--- config.mk ---
export PLATFORM = sky130hd
export DESIGN_NAME = rom_dl_sequencer_flat
export DESIGN_NICKNAME = d
export VERILOG_FILES = /design/src/rtl/rom_dl_sequencer_if.sv /design/src/rtl/rom_dl_sequencer.sv /design/src/flat_wrapper.sv
export SDC_FILE = /design/constraint.sdc
export NUM_CORES = 1
export LEC_CHECK = 0
export ABC_AREA = 0
export CAP_MARGIN = 15
export CORE_MARGIN = 8
export CORE_UTILIZATION = 54
export CTS_CLUSTER_SIZE = 10
export DETAILED_ROUTE_END_ITERATION = 8
export HOLD_SLACK_MARGIN = 0.15
export PLACE_DENSITY = 0.79
export SYNTH_ARGS = -nofsm -noshare
export SYNTH_HDL_FRONTEND = slang
export SYNTH_SLANG_ARGS = --single-unit
--- constraint.sdc ---
create_clock -name clk_sys -period 3.4 [get_ports clk_sys]
set_clock_uncertainty 0.1 [all_clocks]
set_input_delay 0.68 -clock clk_sys [delete_from_list [all_inputs] [get_ports clk_sys]]
set_output_delay 0.68 -clock clk_sys [all_outputs]
set_load 0.005 [all_outputs]
--- src/rtl/rom_dl_sequencer_if.sv ---
// Bus bundle for rom_dl_sequencer: data_io ioctl download stream, the two
// SDRAM write ports (toggle req/ack) and the core status outputs.
// Optional macro ROM_CHKSUM_EN adds the rom_chksum signal.
interface rom_dl_sequencer_if;
    logic        ioctl_downl;
    logic        ioctl_wr;
    logic [7:0]  ioctl_index;
    logic [24:0] ioctl_addr;
    logic [7:0]  ioctl_dout;

    logic        port1_req;
    logic        port1_ack;
    logic [22:0] port1_a;
    logic [1:0]  port1_ds;
    logic [15:0] port1_d;

    logic        port2_req;
    logic        port2_ack;
    logic [22:0] port2_a;
    logic [1:0]  port2_ds;
    logic [15:0] port2_d;

    logic        port_we;
    logic        rom_loaded;
    logic        core_reset;
    logic        overflow;
`ifdef ROM_CHKSUM_EN
    logic [15:0] rom_chksum;
`endif

    // Sequencer side.
    modport master (
        input  ioctl_downl, ioctl_wr, ioctl_index, ioctl_addr, ioctl_dout,
        input  port1_ack, port2_ack,
        output port1_req, port1_a, port1_ds, port1_d,
        output port2_req, port2_a, port2_ds, port2_d,
        output port_we, rom_loaded, core_reset, overflow
`ifdef ROM_CHKSUM_EN
        , output rom_chksum
`endif
    );

    // Environment side (data_io + sdram + core).
    modport slave (
        output ioctl_downl, ioctl_wr, ioctl_index, ioctl_addr, ioctl_dout,
        output port1_ack, port2_ack,
        input  port1_req, port1_a, port1_ds, port1_d,
        input  port2_req, port2_a, port2_ds, port2_d,
        input  port_we, rom_loaded, core_reset, overflow
`ifdef ROM_CHKSUM_EN
        , input rom_chksum
`endif
    );
endinterface

--- src/rtl/rom_dl_sequencer.sv ---
// rom_dl_sequencer: buffers ROM download bytes in a small FIFO and writes them
// into SDRAM port1 (CPU ROM) or port2 (GFX ROM, rebased) with toggle req/ack
// handshakes; generates rom_loaded / core_reset. Runs on clk_sys (= clk_sd).
// Optional macro ROM_CHKSUM_EN: 16-bit byte sum of accepted ROM bytes.
module rom_dl_sequencer #(
    parameter logic [7:0]  ROM_INDEX  = 8'h00,
    parameter logic [24:0] GFX_BASE   = 25'h10000,
    parameter logic [24:0] ROM_END    = 25'h20000,
    parameter int unsigned FIFO_DEPTH = 4
) (
    input logic                clk_sys,
    input logic                reset_n,
    rom_dl_sequencer_if.master bus
);
    localparam int unsigned  PW       = $clog2(FIFO_DEPTH);
    localparam logic [PW:0]  CNT_FULL = (PW + 1)'(FIFO_DEPTH);

    typedef enum logic {
        S_IDLE = 1'b0,
        S_WAIT = 1'b1
    } state_t;

    state_t        state_q, state_d;
    logic          sel_gfx_q;

    logic          wr_q;
    logic          downl_q;
    logic          acc_q;
    logic [24:0]   acc_addr;
    logic [7:0]    acc_data;
    logic          rom_pend;

    logic [32:0]   fifo_mem [FIFO_DEPTH];
    logic [PW-1:0] wr_ptr, rd_ptr;
    logic [PW:0]   count;

    logic          is_rom, accept, rom_start;
    logic          fifo_empty, fifo_full;
    logic          push, pop, drop;

    logic [32:0]   head;
    logic [24:0]   h_addr, h_off;
    logic [7:0]    h_data;
    logic          h_gfx;
    logic [22:0]   h_word;
    logic [1:0]    h_ds;

    assign is_rom     = (bus.ioctl_index == ROM_INDEX);
    assign accept     = bus.ioctl_wr & ~wr_q & bus.ioctl_downl & is_rom & (bus.ioctl_addr < ROM_END);
    assign rom_start  = bus.ioctl_downl & ~downl_q & is_rom;
    assign fifo_empty = (count == '0);
    assign fifo_full  = (count == CNT_FULL);
    // A full FIFO still takes the byte when the head is popped in the same cycle.
    assign push       = acc_q & (~fifo_full | pop);
    assign drop       = acc_q & fifo_full & ~pop;

    // Register the strobe edge and capture the qualified byte; pushed next cycle.
    always_ff @(posedge clk_sys) begin
        if (!reset_n) begin
            wr_q     <= 1'b0;
            acc_q    <= 1'b0;
            acc_addr <= '0;
            acc_data <= '0;
        end else begin
            wr_q  <= bus.ioctl_wr;
            acc_q <= accept;
            if (accept) begin
                acc_addr <= bus.ioctl_addr;
                acc_data <= bus.ioctl_dout;
            end
        end
    end

    // FIFO storage (no reset needed; guarded by count).
    always_ff @(posedge clk_sys) begin
        if (push) begin
            fifo_mem[wr_ptr] <= {acc_addr, acc_data};
        end
    end

    // FIFO pointers and occupancy.
    always_ff @(posedge clk_sys) begin
        if (!reset_n) begin
            wr_ptr <= '0;
            rd_ptr <= '0;
            count  <= '0;
        end else begin
            if (push) wr_ptr <= wr_ptr + 1'b1;
            if (pop)  rd_ptr <= rd_ptr + 1'b1;
            case ({push, pop})
                2'b10:   count <= count + 1'b1;
                2'b01:   count <= count - 1'b1;
                default: count <= count;
            endcase
        end
    end

    // Decode FIFO head into port routing and word address.
    always_comb begin
        head   = fifo_mem[rd_ptr];
        h_addr = head[32:8];
        h_data = head[7:0];
        h_gfx  = (h_addr >= GFX_BASE);
        h_off  = h_gfx ? (h_addr - GFX_BASE) : h_addr;
        h_word = 23'(h_off >> 1);
        h_ds   = {h_addr[0], ~h_addr[0]};
    end

    // FSM state register.
    always_ff @(posedge clk_sys) begin
        if (!reset_n) state_q <= S_IDLE;
        else          state_q <= state_d;
    end

    // FSM next state: pop in IDLE, wait for the selected port's ack in WAIT.
    always_comb begin
        state_d = state_q;
        pop     = 1'b0;
        case (state_q)
            S_IDLE: begin
                if (!fifo_empty) begin
                    pop     = 1'b1;
                    state_d = S_WAIT;
                end
            end
            S_WAIT: begin
                if (sel_gfx_q ? (bus.port2_ack == bus.port2_req)
                              : (bus.port1_ack == bus.port1_req)) begin
                    state_d = S_IDLE;
                end
            end
            default: state_d = S_IDLE;
        endcase
    end

    // Port outputs: load the selected port and toggle its request on pop.
    always_ff @(posedge clk_sys) begin
        if (!reset_n) begin
            bus.port1_req <= bus.port1_ack;
            bus.port1_a   <= '0;
            bus.port1_ds  <= '0;
            bus.port1_d   <= '0;
            bus.port2_req <= bus.port2_ack;
            bus.port2_a   <= '0;
            bus.port2_ds  <= '0;
            bus.port2_d   <= '0;
            sel_gfx_q     <= 1'b0;
        end else if (pop) begin
            sel_gfx_q <= h_gfx;
            if (h_gfx) begin
                bus.port2_a   <= h_word;
                bus.port2_ds  <= h_ds;
                bus.port2_d   <= {h_data, h_data};
                bus.port2_req <= ~bus.port2_req;
            end else begin
                bus.port1_a   <= h_word;
                bus.port1_ds  <= h_ds;
                bus.port1_d   <= {h_data, h_data};
                bus.port1_req <= ~bus.port1_req;
            end
        end
    end

    // Download status: rom_loaded waits for the buffered bytes to drain.
    always_ff @(posedge clk_sys) begin
        if (!reset_n) begin
            downl_q        <= 1'b0;
            rom_pend       <= 1'b0;
            bus.rom_loaded <= 1'b0;
            bus.core_reset <= 1'b1;
            bus.port_we    <= 1'b0;
            bus.overflow   <= 1'b0;
        end else begin
            downl_q        <= bus.ioctl_downl;
            bus.port_we    <= bus.ioctl_downl;
            bus.core_reset <= ~bus.rom_loaded | (bus.ioctl_downl & is_rom);
            if (drop) bus.overflow <= 1'b1;
            if (rom_start) begin
                bus.rom_loaded <= 1'b0;
                rom_pend       <= 1'b1;
            end else if (rom_pend & ~bus.ioctl_downl & ~acc_q & fifo_empty & (state_q == S_IDLE)) begin
                bus.rom_loaded <= 1'b1;
                rom_pend       <= 1'b0;
            end
        end
    end

`ifdef ROM_CHKSUM_EN
    // Running byte sum of every byte that actually entered the FIFO.
    always_ff @(posedge clk_sys) begin
        if (!reset_n || rom_start) bus.rom_chksum <= '0;
        else if (push)             bus.rom_chksum <= bus.rom_chksum + {8'h00, acc_data};
    end
`endif
endmodule
--- src/flat_wrapper.sv ---
// flat-port wrapper written by rule: the top's interface ports become plain ports
module rom_dl_sequencer_flat 
#(
    parameter logic [7:0]  ROM_INDEX  = 8'h00,
    parameter logic [24:0] GFX_BASE   = 25'h10000,
    parameter logic [24:0] ROM_END    = 25'h20000,
    parameter int unsigned FIFO_DEPTH = 4
)
  (clk_sys, reset_n, bus_ioctl_downl, bus_ioctl_wr, bus_ioctl_index, bus_ioctl_addr, bus_ioctl_dout, bus_port1_ack, bus_port2_ack, bus_port1_req, bus_port1_a, bus_port1_ds, bus_port1_d, bus_port2_req, bus_port2_a, bus_port2_ds, bus_port2_d, bus_port_we, bus_rom_loaded, bus_core_reset, bus_overflow);
  rom_dl_sequencer_if bus_i ();
  input logic clk_sys;
  input logic reset_n;
  input wire logic [$bits(bus_i.ioctl_downl)-1:0] bus_ioctl_downl;
  input wire logic [$bits(bus_i.ioctl_wr)-1:0] bus_ioctl_wr;
  input wire logic [$bits(bus_i.ioctl_index)-1:0] bus_ioctl_index;
  input wire logic [$bits(bus_i.ioctl_addr)-1:0] bus_ioctl_addr;
  input wire logic [$bits(bus_i.ioctl_dout)-1:0] bus_ioctl_dout;
  input wire logic [$bits(bus_i.port1_ack)-1:0] bus_port1_ack;
  input wire logic [$bits(bus_i.port2_ack)-1:0] bus_port2_ack;
  output wire logic [$bits(bus_i.port1_req)-1:0] bus_port1_req;
  output wire logic [$bits(bus_i.port1_a)-1:0] bus_port1_a;
  output wire logic [$bits(bus_i.port1_ds)-1:0] bus_port1_ds;
  output wire logic [$bits(bus_i.port1_d)-1:0] bus_port1_d;
  output wire logic [$bits(bus_i.port2_req)-1:0] bus_port2_req;
  output wire logic [$bits(bus_i.port2_a)-1:0] bus_port2_a;
  output wire logic [$bits(bus_i.port2_ds)-1:0] bus_port2_ds;
  output wire logic [$bits(bus_i.port2_d)-1:0] bus_port2_d;
  output wire logic [$bits(bus_i.port_we)-1:0] bus_port_we;
  output wire logic [$bits(bus_i.rom_loaded)-1:0] bus_rom_loaded;
  output wire logic [$bits(bus_i.core_reset)-1:0] bus_core_reset;
  output wire logic [$bits(bus_i.overflow)-1:0] bus_overflow;
  assign bus_i.ioctl_downl = bus_ioctl_downl;
  assign bus_i.ioctl_wr = bus_ioctl_wr;
  assign bus_i.ioctl_index = bus_ioctl_index;
  assign bus_i.ioctl_addr = bus_ioctl_addr;
  assign bus_i.ioctl_dout = bus_ioctl_dout;
  assign bus_i.port1_ack = bus_port1_ack;
  assign bus_i.port2_ack = bus_port2_ack;
  assign bus_port1_req = bus_i.port1_req;
  assign bus_port1_a = bus_i.port1_a;
  assign bus_port1_ds = bus_i.port1_ds;
  assign bus_port1_d = bus_i.port1_d;
  assign bus_port2_req = bus_i.port2_req;
  assign bus_port2_a = bus_i.port2_a;
  assign bus_port2_ds = bus_i.port2_ds;
  assign bus_port2_d = bus_i.port2_d;
  assign bus_port_we = bus_i.port_we;
  assign bus_rom_loaded = bus_i.rom_loaded;
  assign bus_core_reset = bus_i.core_reset;
  assign bus_overflow = bus_i.overflow;
  rom_dl_sequencer #(.ROM_INDEX(ROM_INDEX), .GFX_BASE(GFX_BASE), .ROM_END(ROM_END), .FIFO_DEPTH(FIFO_DEPTH)) u_core (.clk_sys(clk_sys), .reset_n(reset_n), .bus(bus_i));
endmodule
==> results.md, run 1 <==
Clock tree:
- The root buffer cell is clkbuf_16.
- Clock tree synthesis found a total of 251 sinks.
- Hold repair after CTS inserted 0 buffers.
- The number of setup buffers added after CTS is 0.
- TritonCTS built the clock tree.
- The number of clock buffers inserted by TritonCTS is 29.
- After clock tree synthesis, the clock-pin slew on the worst setup and hold paths is 60 ps.
- After clock tree synthesis, the repair step resized 0 gates.
- The source-to-sink clock delay at the later pin of the worst-skew pair is approximately 530 ps.
- No sink is reached through more buffers than the 3 on the longest clock path.
- CTS built an H-tree with a depth of 1.

Detailed routing:
- Dividing the detail-routed via count by the number of cells gives 5.49.
- The count of vias placed by the detailed router is 5661.
- Wires add up to 19400 um.
- In the routed design, unresolved DRC markers number 0.
- The detail route stage leaves a number of antenna-violating nets equal to 0.
- The average wire per cell in the routed design is about 19 um.
- The detailed router finished its first iteration with between 300 and 400 violations.
- Before antenna repair, the detailed router went through 5 iterations.

Setup path:
- The data arrival time at the worst-slack endpoint is 3210 ps.
- The nature of the critical path endpoint is a flop.
- The worst setup path is launched from a flop.
- The kind of cell with the highest combined delay along the critical path is compound AO/OA/AOI/OAI gates.
- The largest fanout on the critical path is 37.
- The type of the setup path with the least slack is reg -> reg.
- The worst-case reg-to-reg path depth is 5.
- The number of logic stages on the critical path including buffering is 5.
- The cell with the largest stage delay on the worst path is mux4_2.
- The peak per-stage delay on the critical path is between 500 and 600 ps.
- The count of buffer and inverter cells on the critical path is 1.
- The signal on the critical path passes through buf_4 -> mux4_2 -> nor4_2 -> a31oi_4 -> a311oi_1.
- The critical path required time is 3720 ps.

Synth:
- The post-synthesis net count is 718.
- The gate count after technology mapping is ~670.
- Yosys mapped a number of flops with a built-in enable equal to 134.
- The post-synthesis sequential area ratio is 0.692.
- After synthesis the netlist holds a flip-flop and latch count of 251.
- The count of synthesis-stage warnings from yosys is 0.
- Yosys attributes the largest share of cell area to edfxtp_1, dfxtp_1, mux4_2.
- The mean post-synth cell area is 13.8 um^2.
- The share of synthesized area in the top cell type comes to 0.437.
- The most used flip-flop cell after synthesis is edfxtp_1.
- The synthesized netlist occupies a cell area of around 9000 um^2.
- The count of cell types in the netlist is 48.
- Summed over all instances, the cell type with the most area after synthesis is edfxtp_1.
- In the synthesized netlist the async set-or-reset flop fraction comes to 0.

Global route:
- The first global-routing pass estimated a little over 30000 um of wire.
- The overall global routing resource usage is 0.177.
- Global routing finished with a remaining overflow of 0.
- The initial antenna violation count is 0.
- The via count of the first global-routing pass came to 5966.
- Entering global routing, the biggest net connects 41 pins.

Floorplan:
- The die boundary height is ~150 um.
- After floorplanning, the core was sized to cover 16600 um^2.
- The die area is approximately 21000 um^2.
- The horizontal die dimension is 147 um.
- For this configuration, the core starts out at a cell density of 0.553.
- The total number of placement rows is 47.
- The boundary pin count is 135.

Finish:
- The share of post-route cells with drive strength above 1 is 0.111.
- After the last flow step, the layout net total stands at around 840.
- The number of fillers in the final layout is 1131.
- Once layout is complete, the utilization of the core stands at 0.689.
- The area added between synthesis and finish is 24.6%.
- The final antenna diode count is 0.

Run status:
- The run finished with clean final reports.

Placed design:
- The pre-CTS setup slack is ~490 ps.
- The count of buffers added on input and output ports is 134.
- The congestion estimate from routability-driven global placement came to 0.768.
- The half-perimeter wire length after placement is 12400 um.

STA:
- The minimum hold slack is 322 ps.
- Setup violations remaining at the end of the flow were counted as 0.
- The count of final max-slew check failures is 0.
- The clock period could shrink to 2890 ps.
- The worst slew margin relative to its limit is 0.241.
- Setup repair after global routing left no endpoint under its margin.
- The final hold violation count came to 0.
- The worst setup margin is about 500 ps.
- The final-layout setup total negative slack is 0 ps.
- The slew of the pin with the lowest slew margin is 1140 ps.
- Derived from the worst setup path, the maximum achievable clock frequency is 346 MHz.
- Dividing the final minimum period by the clock period gives 0.849.

Job:
- Across the run, the number of max-cap violations was 0.

Power:
- The switching component of the power is 2.17 mW.
- The power share of the sequential group is 0.447.
- Of the total power, the share spent switching nets is 0.267.
- The total power divided by cell area is slightly above 700 nW/um^2.
- The analysis attributes to cell leakage a power of 4.03 nW.
- Internal power comes to slightly below 6 mW.
- The worst ir drop on vdd is 0.401 mV.
- The share of total power dissipated in the clock network is 0.331.
- The combinational fraction of design power is 0.222.

Min path:
- The tightest min-delay check is of the reg -> reg type.
- The count of cells along the worst hold path is 1.
[area by class of cell]
| class | instances | area, um^2 | share of cell area |
|---|---|---|---|
| repair buffers | 146 | 1430 | 0.125 |
| clock inverters | 1 | 8.76 | 0.000764 |
| clock buffers | 51 | 808 | 0.0705 |
| inverters | 9 | 35.0 | 0.00306 |
| flip-flops and latches | 251 | 6370 | 0.555 |
| multi-input cells | 353 | 2540 | 0.221 |
| well taps | 220 | 275 | 0.0240 |
[through the flow]
stage / cells / power (mW) / area, um^2
finish: 1031 / 8.12 / 11500
global route: 1031 / 8.48 / 11500
CTS: 1031 / 8.18 / 11500
detailed placement: 979 / 5.50 / 10600
global placement: 979 / 5.43 / 10600
floorplan: 665 / 4.68 / 9210
[power groups by stage]
| stage | Combinational [mW] | Clock (mW) | Sequential (mW) |
|---|---|---|---|
| 2_1_floorplan | 1.04 | 0 | 3.63 |
| 3_3_place_gp | 1.75 | 0 | 3.68 |
| 3_5_place_dp | 1.81 | 0 | 3.69 |
| 4_1_cts | 1.83 | 2.72 | 3.63 |
| 5_1_grt | 1.96 | 2.85 | 3.66 |
| 6_report | 1.80 | 2.69 | 3.62 |
[worst reg2reg max path, stage by stage, from the launching register on]
cell	delay (ps)
dfxtp_2	490
buf_4	220
mux4_2	530
nor4_2	510
a31oi_4	520
a311oi_1	420
[layer usage]
| metal | vias up | GRT usage | share of wire |
|---|---|---|---|
| met3 | 31 | 0.0321 | 0.051 |
| met4 | 0 | 0.0562 | 0.020 |
| li1 | 2626 | - | - |
| met1 | 2836 | 0.198 | 0.39 |
| met5 | - | 0 | 0 |
| met2 | 168 | 0.334 | 0.54 |
[placed cells by master (no fill, tap or decap), drive strengths merged, types with 3 or more instances in the layout]
cell / netlist / routed
ha: 5 / 5
buf: 27 / 12
inv: 9 / 9
edfxtp: 134 / 134
xnor2: 7 / 7
a211oi: 6 / 6
clkbuf: 25 / 51
nand2: 109 / 109
xor2: 5 / 5
clkdlybuf4s50: 0 / 134
nor4: 7 / 7
and2: 6 / 6
a21oi: 57 / 57
mux4: 33 / 33
nor2: 48 / 48
dfxtp: 117 / 117
o21ai: 3 / 3
mux2i: 24 / 24
and3: 17 / 17
[kinds of logic after synthesis]
kind of cell	after synthesis	share of synthesized area
buffers and inverters	61	0.0344
adders and majority gates	6	0.00897
xor gates and xnor gates	12	0.0114
muxes	57	0.107
and+or+nand+nor	204	0.102
DFF	251	0.692
AOI/OAI and AO/OA	74	0.0450
[sequential cells by signal, summed over array words and instances (netlist names), 2 cells and up, named ones only]
signal	flops
u_core.fifo_mem	132
u_core.acc_addr	25
u_core.bus.port1_a	23
u_core.bus.port2_a	23
u_core.acc_data	8
u_core.bus.port1_d	8
u_core.bus.port2_d	8
u_core.count	3
u_core.bus.port1_ds	2
u_core.bus.port2_ds	2
u_core.rd_ptr	2
u_core.wr_ptr	2
[final timing paths]
check | start | to | slack, ps
setup / recovery | flop | u_core.bus.port2_a[18] | 510
hold / removal | u_core.bus.rom_loaded | u_core.bus.core_reset | 320
setup reg to reg | flop | u_core.bus.port2_a[18] | 510
hold reg to reg | u_core.bus.rom_loaded | u_core.bus.core_reset | 320
[synth_stat cells (4+ instances only)]
| library cell | instances |
|---|---|
| xor2_1 | 5 |
| mux4_2 | 33 |
| xnor2_1 | 7 |
| a211oi_1 | 6 |
| dfxtp_1 | 117 |
| nand2_1 | 109 |
| a21oi_1 | 57 |
| mux2i_1 | 24 |
| nor2_1 | 48 |
| and2_1 | 6 |
| and3_1 | 17 |
| clkbuf_1 | 25 |
| inv_1 | 8 |
| buf_4 | 18 |
| edfxtp_1 | 134 |
| ha_1 | 5 |
| buf_2 | 4 |
| nor4_1 | 4 |
Power figures use the tool's default switching activity.
==> run 2, diff against run 1 <==
--- a/config.mk
+++ b/config.mk
@@ -8,11 +8,11 @@
 export ABC_AREA = 0
 export CAP_MARGIN = 15
 export CORE_MARGIN = 8
-export CORE_UTILIZATION = 54
+export CORE_UTILIZATION = 49
 export CTS_CLUSTER_SIZE = 10
 export DETAILED_ROUTE_END_ITERATION = 8
 export HOLD_SLACK_MARGIN = 0.15
-export PLACE_DENSITY = 0.79
+export PLACE_DENSITY = 0.76
 export SYNTH_ARGS = -nofsm -noshare
 export SYNTH_HDL_FRONTEND = slang
 export SYNTH_SLANG_ARGS = --single-unit
==> constraint.sdc (replaced) <==
create_clock -name clk_sys -period 2.4 [get_ports clk_sys]
set_clock_uncertainty 0.1 [all_clocks]
set_input_delay 0.48 -clock clk_sys [delete_from_list [all_inputs] [get_ports clk_sys]]
set_output_delay 0.48 -clock clk_sys [all_outputs]
set_load 0.005 [all_outputs]
==> run 2 against run 1 <==
Sequential share of layout area fell by 2.3 points. First-iteration DRC count shrank 21%. Die area increased by 9.1%. Final area rose by 4.4%. Highest routed layer unchanged. Routed wire length is 3.2% higher. Via count is 1.4% higher. Combinational power grew 72%. Critical path depth increased by 4. The run now ends with setup timing left.
==> results.md, run 2 (same netlist as run 1, synthesis figures left out) <==
Run status:
- The flow ran to the end, but the final reports show violations.
- The final reports fail on setup timing.

Finish:
- The largest register by flop count is u_core.fifo_mem.
- In the final layout, the registers with the most flip-flops are u_core.fifo_mem x132, u_core.acc_addr x25.
- The total number of nets in the final design was 879 (+4.3%).
- The final antenna diode count came to 0 (unchanged).
- The number of fillers in the final layout is 1279 (+13%).
- The area growth from synthesis to layout is 30.0%.
- The library cells used most frequently in the layout, excluding fill and tap cells, are clkdlybuf4s50_1, edfxtp_1, dfxtp_1.
- The multi-input combinational cell area was 2600 um^2 (+2.5%).
- The final core area utilization is 0.644 (-0.0447).
- The flip-flop count of the largest register after layout is 132 (unchanged).
- The area taken by flip-flops and latches is 6370 um^2 (about the same).
- The post-layout instance area is 12000 um^2 (+4.4%).
- The share of post-route cells with drive strength above 1 is 0.160 (+0.0492).

Floorplan:
- The horizontal die dimension is 153 um (+4.4%).
- The effective utilization at floorplan was 0.495 (-0.0577).
- The total number of placement rows came to 50 (+6.4%).
- The die boundary height came to 153 um (+4.4%).
- The boundary pin count is 135 (unchanged).
- The die area is 23400 um^2 (+9.1%).
- The placeable core area is 18600 um^2 (+12%).

Setup path:
- The largest fanout on the critical path is 7 (-81%).
- The critical path required time is 2740 ps (-980 ps).
- STA classifies the critical path startpoint as a flop.
- The critical path in this run is classified as reg -> reg.
- The data arrival time at the worst-slack endpoint is 2760 ps (-450 ps).
- The nature of the critical path endpoint is a flop.

Clock tree:
- The maximum level of the CTS H-tree is 1 (unchanged).
- The sink count of the clock tree is 251 (unchanged).
- The maximum clock path buffer count is 3 (unchanged).
- The clock-pin slew of the registers on the worst-case setup and hold paths is 60 ps (about the same).
- The source-to-sink clock delay at the later pin of the worst-skew pair is 540 ps (about the same).
- The root buffer cell is clkbuf_16.
- The CTS tree is built.
- The number of clock buffers inserted by TritonCTS is 29 (unchanged).

Job:
- The max-capacitance violation count is 0 (unchanged).

Power:
- The overall power consumption is 12.1 mW (+49%).
- The worst ir drop on vdd is 0.604 mV (+51%).
- The total leakage power is 4.43 nW (+10%).
- The total power divided by cell area was 1010 nW/um^2 (+42%).

Global route:
- The initial antenna violation count was 0 (unchanged).
- The largest net degree at the start of global routing is 36 (-12%).
- The via count of the first global-routing pass came to 6115 (+2.5%).
- The global-route congestion overflow total was 0 (unchanged).
- The wire length of the first global-routing pass is 31300 um (+1.9%).
- The overall global routing resource usage is 0.165 (-0.0120).

Placed design:
- The half-perimeter wire length after placement is 13400 um (+8.1%).
- The count of input and output buffers is 134 (unchanged).
- The cell area after placement was 11000 um^2 (+3.1%).
- The weighted congestion at the end of routability-driven global placement is 0.764 (-0.46%).

STA:
- The fmax came to 412 MHz (+19%).
- The final number of setup-violating endpoints was 4 (+4).
- The portion of the clock cycle consumed by the worst path in the final layout is 1.01 (+0.161).
- The post-layout minimum cycle time is 2430 ps (-462 ps).
- The final hold violation count is 0 (unchanged).
- Setup repair after global routing could not meet its margin everywhere.
- The worst slew margin relative to its limit was 0.571 (+0.330).
- The count of final max-slew check failures came to 0 (unchanged).
- The slew of the pin with the lowest slew margin is 642 ps (-497 ps).
- The worst setup margin is -25.5 ps (-538 ps).

Detailed routing:
- The number of iterations in the first detailed-routing pass is 4 (-1).
- The violation count after the first detailed-route iteration is 306 (-21%).
- The count of vias placed by the detailed router is 5739 (+1.4%).
- The post-route antenna net violation count is 0 (unchanged).
- The final routed DRC violation total was 0 (unchanged).
- The routed wire length was 20000 um (+3.2%).
- The average wire per cell in the routed design was 18.5 um (-1.8%).
- The vias per cell is 5.30 (-3.5%).

Min path:
- The min-delay analysis places its worst path in the category reg -> reg.
==> run 2: changes by cell type in the layout (fill, tap and decap cells not counted), moves of 4 or more <==
cell	before	now
buf_12	0	6
buf_4	12	33
buf_6	0	7
nor2_1	47	43
==> run 2: cell type report <==
class                   instances  area share
repair buffers                182       0.153
inverters                       9     0.00293
clock inverters                 2     0.00240
flip-flops and latches        251       0.532
multi-input cells             353       0.217
well taps                     234      0.0245
clock buffers                  52      0.0678
==> run 2: where the power goes <==
part | internal [mW] | switching, mW
combinational | 1.67 | 1.43
clock | 2.28 | 1.59
sequential | 4.85 | 0.261
total | 8.80 | 3.27
==> run 2: path summary, 6_finish.rpt <==
path | from | slack [ps] | cells past startpoint | end
worst max-delay path | flop | -30 | 9 | u_core.bus.port2_a[18]
worst min-delay path | u_core.bus.rom_loaded | 330 | 1 | u_core.bus.core_reset
worst max register to register | flop | -30 | 9 | u_core.bus.port2_a[18]
worst min register to register | u_core.bus.rom_loaded | 330 | 1 | u_core.bus.core_reset
==> run 2: critical path, cell delays in order, from the launching register on <==
cell,delay [ps]
dfxtp_4,360
buf_12,110
buf_6,100
mux4_2,550
nor4_4,240
buf_4,190
buf_6,110
a31oi_4,140
buf_12,180
a311oi_1,240
==> run 2: layer usage <==
metal,part of all wire,global-route usage
met1,0.39,0.180
met2,0.53,0.307
met3,0.049,0.0361
met4,0.025,0.0627
met5,0,0
==> run 2: what timing repair did <==
item                                    CTS  global route
setup buffers                             1             3
resized for setup                         4            20
hold buffers                              0             0
endpoints found under the setup margin   48            59
cloned                                    0             1
pin swaps                                 1             1
==> run 2: metrics by stage <==
step / setup TNS [ps] / hold WS [ps] / instances / setup WS [ps]
floorplan: 0 / 297 / 665 / 3.45
global placement: -2320 / 301 / 1024 / -107
detailed placement: -5050 / 311 / 1024 / -231
CTS: -35.4 / 324 / 1079 / -25.5
global route: -4110 / 359 / 1083 / -144
finish: -61.9 / 326 / 1083 / -25.5
==> run 3, diff against run 2 <==
--- a/config.mk
+++ b/config.mk
@@ -6,13 +6,14 @@
 export NUM_CORES = 1
 export LEC_CHECK = 0
 export ABC_AREA = 0
-export CAP_MARGIN = 15
+export CAP_MARGIN = 20
 export CORE_MARGIN = 8
-export CORE_UTILIZATION = 49
+export CORE_UTILIZATION = 56
 export CTS_CLUSTER_SIZE = 10
 export DETAILED_ROUTE_END_ITERATION = 8
+export DONT_BUFFER_PORTS = 1
 export HOLD_SLACK_MARGIN = 0.15
-export PLACE_DENSITY = 0.76
+export PLACE_DENSITY = 0.74
 export SYNTH_ARGS = -nofsm -noshare
 export SYNTH_HDL_FRONTEND = slang
 export SYNTH_SLANG_ARGS = --single-unit
==> run 3 against run 2 <==
The flow now finishes without violations. Via count decreased by 7.3%. Register-to-register slack improved by 30 ps. Core utilization increased by 2.0 points. Highest routed layer unchanged. Clock power decreased by 1%. Final cell count decreased by 11%. Sequential share of layout area increased by 5.4 points. Final area decreased by 9.3%. Routed wire length decreased by 6.0%. Maximum frequency increased by 1.1%. Sequential power increased by 2%. Combinational power decreased by 27%. Hold slack got worse by 130 ps.
==> results.md, run 3 (same netlist as run 1, synthesis figures left out) <==
Clock tree:
- The source-to-sink clock delay at the later pin of the worst-skew pair is 530 ps (about the same).
- TritonCTS built the clock tree.
- The clock-pin slew of the registers on the worst-case setup and hold paths was 60 ps (about the same).
- The number of clock buffers inserted by TritonCTS came to 29 (unchanged).
- The sink count of the clock tree came to 251 (unchanged).
- The root buffer cell is clkbuf_16.
- The maximum level of the CTS H-tree came to 1 (unchanged).
- The maximum clock path buffer count was 3 (unchanged).

STA:
- The count of final max-slew check failures came to 0 (unchanged).
- Setup repair after global routing could not meet its margin everywhere.
- The portion of the clock cycle consumed by the worst path in the final layout came to 0.999 (-0.0112).
- The fmax is 417 MHz (+1.1%).
- The final-layout setup total negative slack is 0 ps (+61.9 ps).
- The slew of the pin with the lowest slew margin is 888 ps (+246 ps).
- The final hold violation count came to 0 (unchanged).
- The worst slew margin relative to its limit is 0.406 (-0.165).
- The final number of setup-violating endpoints is 0 (-4).
- The post-layout minimum cycle time is 2400 ps (-26.9 ps).
- The worst setup margin was 1.39 ps (+26.9 ps).

Placed design:
- The half-perimeter wire length after placement is 12000 um (-10%).
- The weighted congestion at the end of routability-driven global placement is 0.793 (+3.7%).
- The pre-CTS setup slack is -185 ps (+45.2 ps).
- The count of input and output buffers is 0 (-100%).

Run status:
- The flow ran to the end, and the final reports show no timing, DRC or antenna violations.

Detailed routing:
- The count of vias placed by the detailed router is 5320 (-7.3%).
- The routed wire length is 18800 um (-6.0%).
- The post-route antenna net violation count is 0 (unchanged).
- The violation count after the first detailed-route iteration is 347 (+13%).
- The vias per cell is 5.51 (+3.9%).
- The wire length on met3 was 1150 um (+17%).
- The met2 wire length is 9670 um (-8.9%).
- The average wire per cell in the routed design came to 19.5 um (+5.4%).
- The number of iterations in the first detailed-routing pass is 6 (+2).
- The highest routing layer actually used is met4.
- The final routed DRC violation total is 0 (unchanged).
- The met1 layer wirelength in the final routing is 7480 um (-5.1%).

Finish:
- The library cell used most frequently in the layout, excluding fill and tap cells, is edfxtp_1.
- The area taken by flip-flops and latches is 6370 um^2 (unchanged).
- In the layout the commonest cells are edfxtp_1, dfxtp_1, nand2_1.
- The flip-flop count of the largest register after layout is 132 (unchanged).
- The total number of nets in the final design is 777 (-12%).
- The final core area utilization came to 0.664 (+0.0202).
- Ranked by flip-flop count, first place goes to u_core.fifo_mem.
- The largest registers in the layout are u_core.fifo_mem x132, u_core.acc_addr x25.
- The share of post-route cells with drive strength above 1 was 0.184 (+0.0237).
- From synthesis to final layout, the design area changed by 18.0%.
- The number of fillers in the final layout was 1151 (-10%).
- The multi-input combinational cell area is 2600 um^2 (unchanged).

Floorplan:
- The die area is 20800 um^2 (-11%).
- The horizontal die dimension is 144 um (-5.8%).
- The total number of placement rows was 47 (-6.0%).
- The placeable core area is 16300 um^2 (-12%).
- The effective utilization at floorplan is 0.563 (+0.0676).
- The boundary pin count is 135 (unchanged).
- The die boundary height is 144 um (-5.8%).

Global route:
- The via count of the first global-routing pass is 5484 (-10%).
- The overall global routing resource usage is 0.180 (+0.0144).
- The largest net degree at the start of global routing is 53 (+47%).
- The global-route congestion overflow total is 0 (unchanged).
- The wire length of the first global-routing pass is 29000 um (-7.3%).
- The initial antenna violation count is 0 (unchanged).

Power:
- The total leakage power came to 4.04 nW (-8.7%).
- The total power divided by cell area is 1040 nW/um^2 (+3.0%).
- The worst ir drop on vdd is 0.621 mV (+2.7%).

Setup path:
- The worst setup path is captured at a flop.
- The startpoint type of the worst setup path is a flop.
- The critical path is of the reg -> reg type.
- The critical path required time is 2690 ps (-50 ps).
- The most prevalent standard cell on the critical path is buf_4.
- The peak per-stage delay on the critical path is 530 ps (-20 ps).
- The slowest stage of the critical path belongs to the cell mux4_2.
- The data arrival time at the worst-slack endpoint is 2690 ps (-70 ps).
- The largest fanout on the critical path is 12 (+5).
- The signal on the critical path passes through buf_6 -> mux4_2 -> nor4_4 -> buf_4 -> buf_4 -> a31oi_4 -> buf_4 -> nand2_1 -> a21oi_1.

Min path:
- The type of the worst min-delay path is in -> reg.

Job:
- The max-capacitance violation count is 0 (unchanged).
==> run 3: area by class of cell <==
type / count / area share
flip-flops and latches: 251 / 0.587
multi-input cells: 353 / 0.240
clock buffers: 51 / 0.0744
repair buffers: 80 / 0.0699
well taps: 220 / 0.0253
inverters: 9 / 0.00311
clock inverters: 1 / 0.000806
diodes: 1 / 0.000230
==> run 3: report_power, final <==
group          total [mW]  internal, mW  switching, mW
Sequential           5.20          4.85          0.351
Clock                3.81          2.25           1.56
Combinational        2.27          1.07           1.20
Total                11.3          8.17           3.11
==> run 3: per-layer routing <==
layer | vias to the layer above | GRT usage
li1 | 2490 | -
met1 | 2627 | 0.212
met2 | 167 | 0.320
met3 | 36 | 0.0330
met4 | 0 | 0.0696
met5 | - | 0
==> run 3: stage by stage <==
step / hold WS (ps) / power, mW / area (um^2) / std cells
2_1_floorplan: 297 / 6.69 / 9230 / 665
3_3_place_gp: 330 / 7.20 / 9570 / 875
3_5_place_dp: 333 / 7.28 / 9570 / 875
4_1_cts: 170 / 11.2 / 10800 / 961
5_1_grt: 199 / 11.8 / 10900 / 965
6_report: 191 / 11.3 / 10900 / 966
==> run 3: path summary, 6_finish.rpt <==
kind | from | end | slack [ps] | cells past startpoint
max | flop | u_core.bus.port2_a[11] | 1 | 9
min | bus_port2_ack | u_core.state_q | 190 | 4
max reg2reg | flop | u_core.bus.port2_a[11] | 1 | 9
min reg2reg | u_core.bus.port2_a[1] | u_core.bus.port2_a[1] | 380 | 2
==> run 3: worst max-delay path: cells and delay by family (launching register included) <==
kind / cells / cell delay, ps
multiplexers: 1 / 530
AND/OR/NAND/NOR: 2 / 380
flip-flops: 1 / 380
buffers and inverters: 4 / 670
AO/OA/AOI/OAI: 2 / 200
==> run 3: timing repair <==
item | CTS | global route
endpoints found under the hold margin | 55 | 0
hold buffers | 31 | 0
pin swaps | 2 | 7
cloned | 0 | 1
endpoints found under the setup margin | 45 | 57
buffers inserted | 3 | 3
resized for setup | 7 | 13
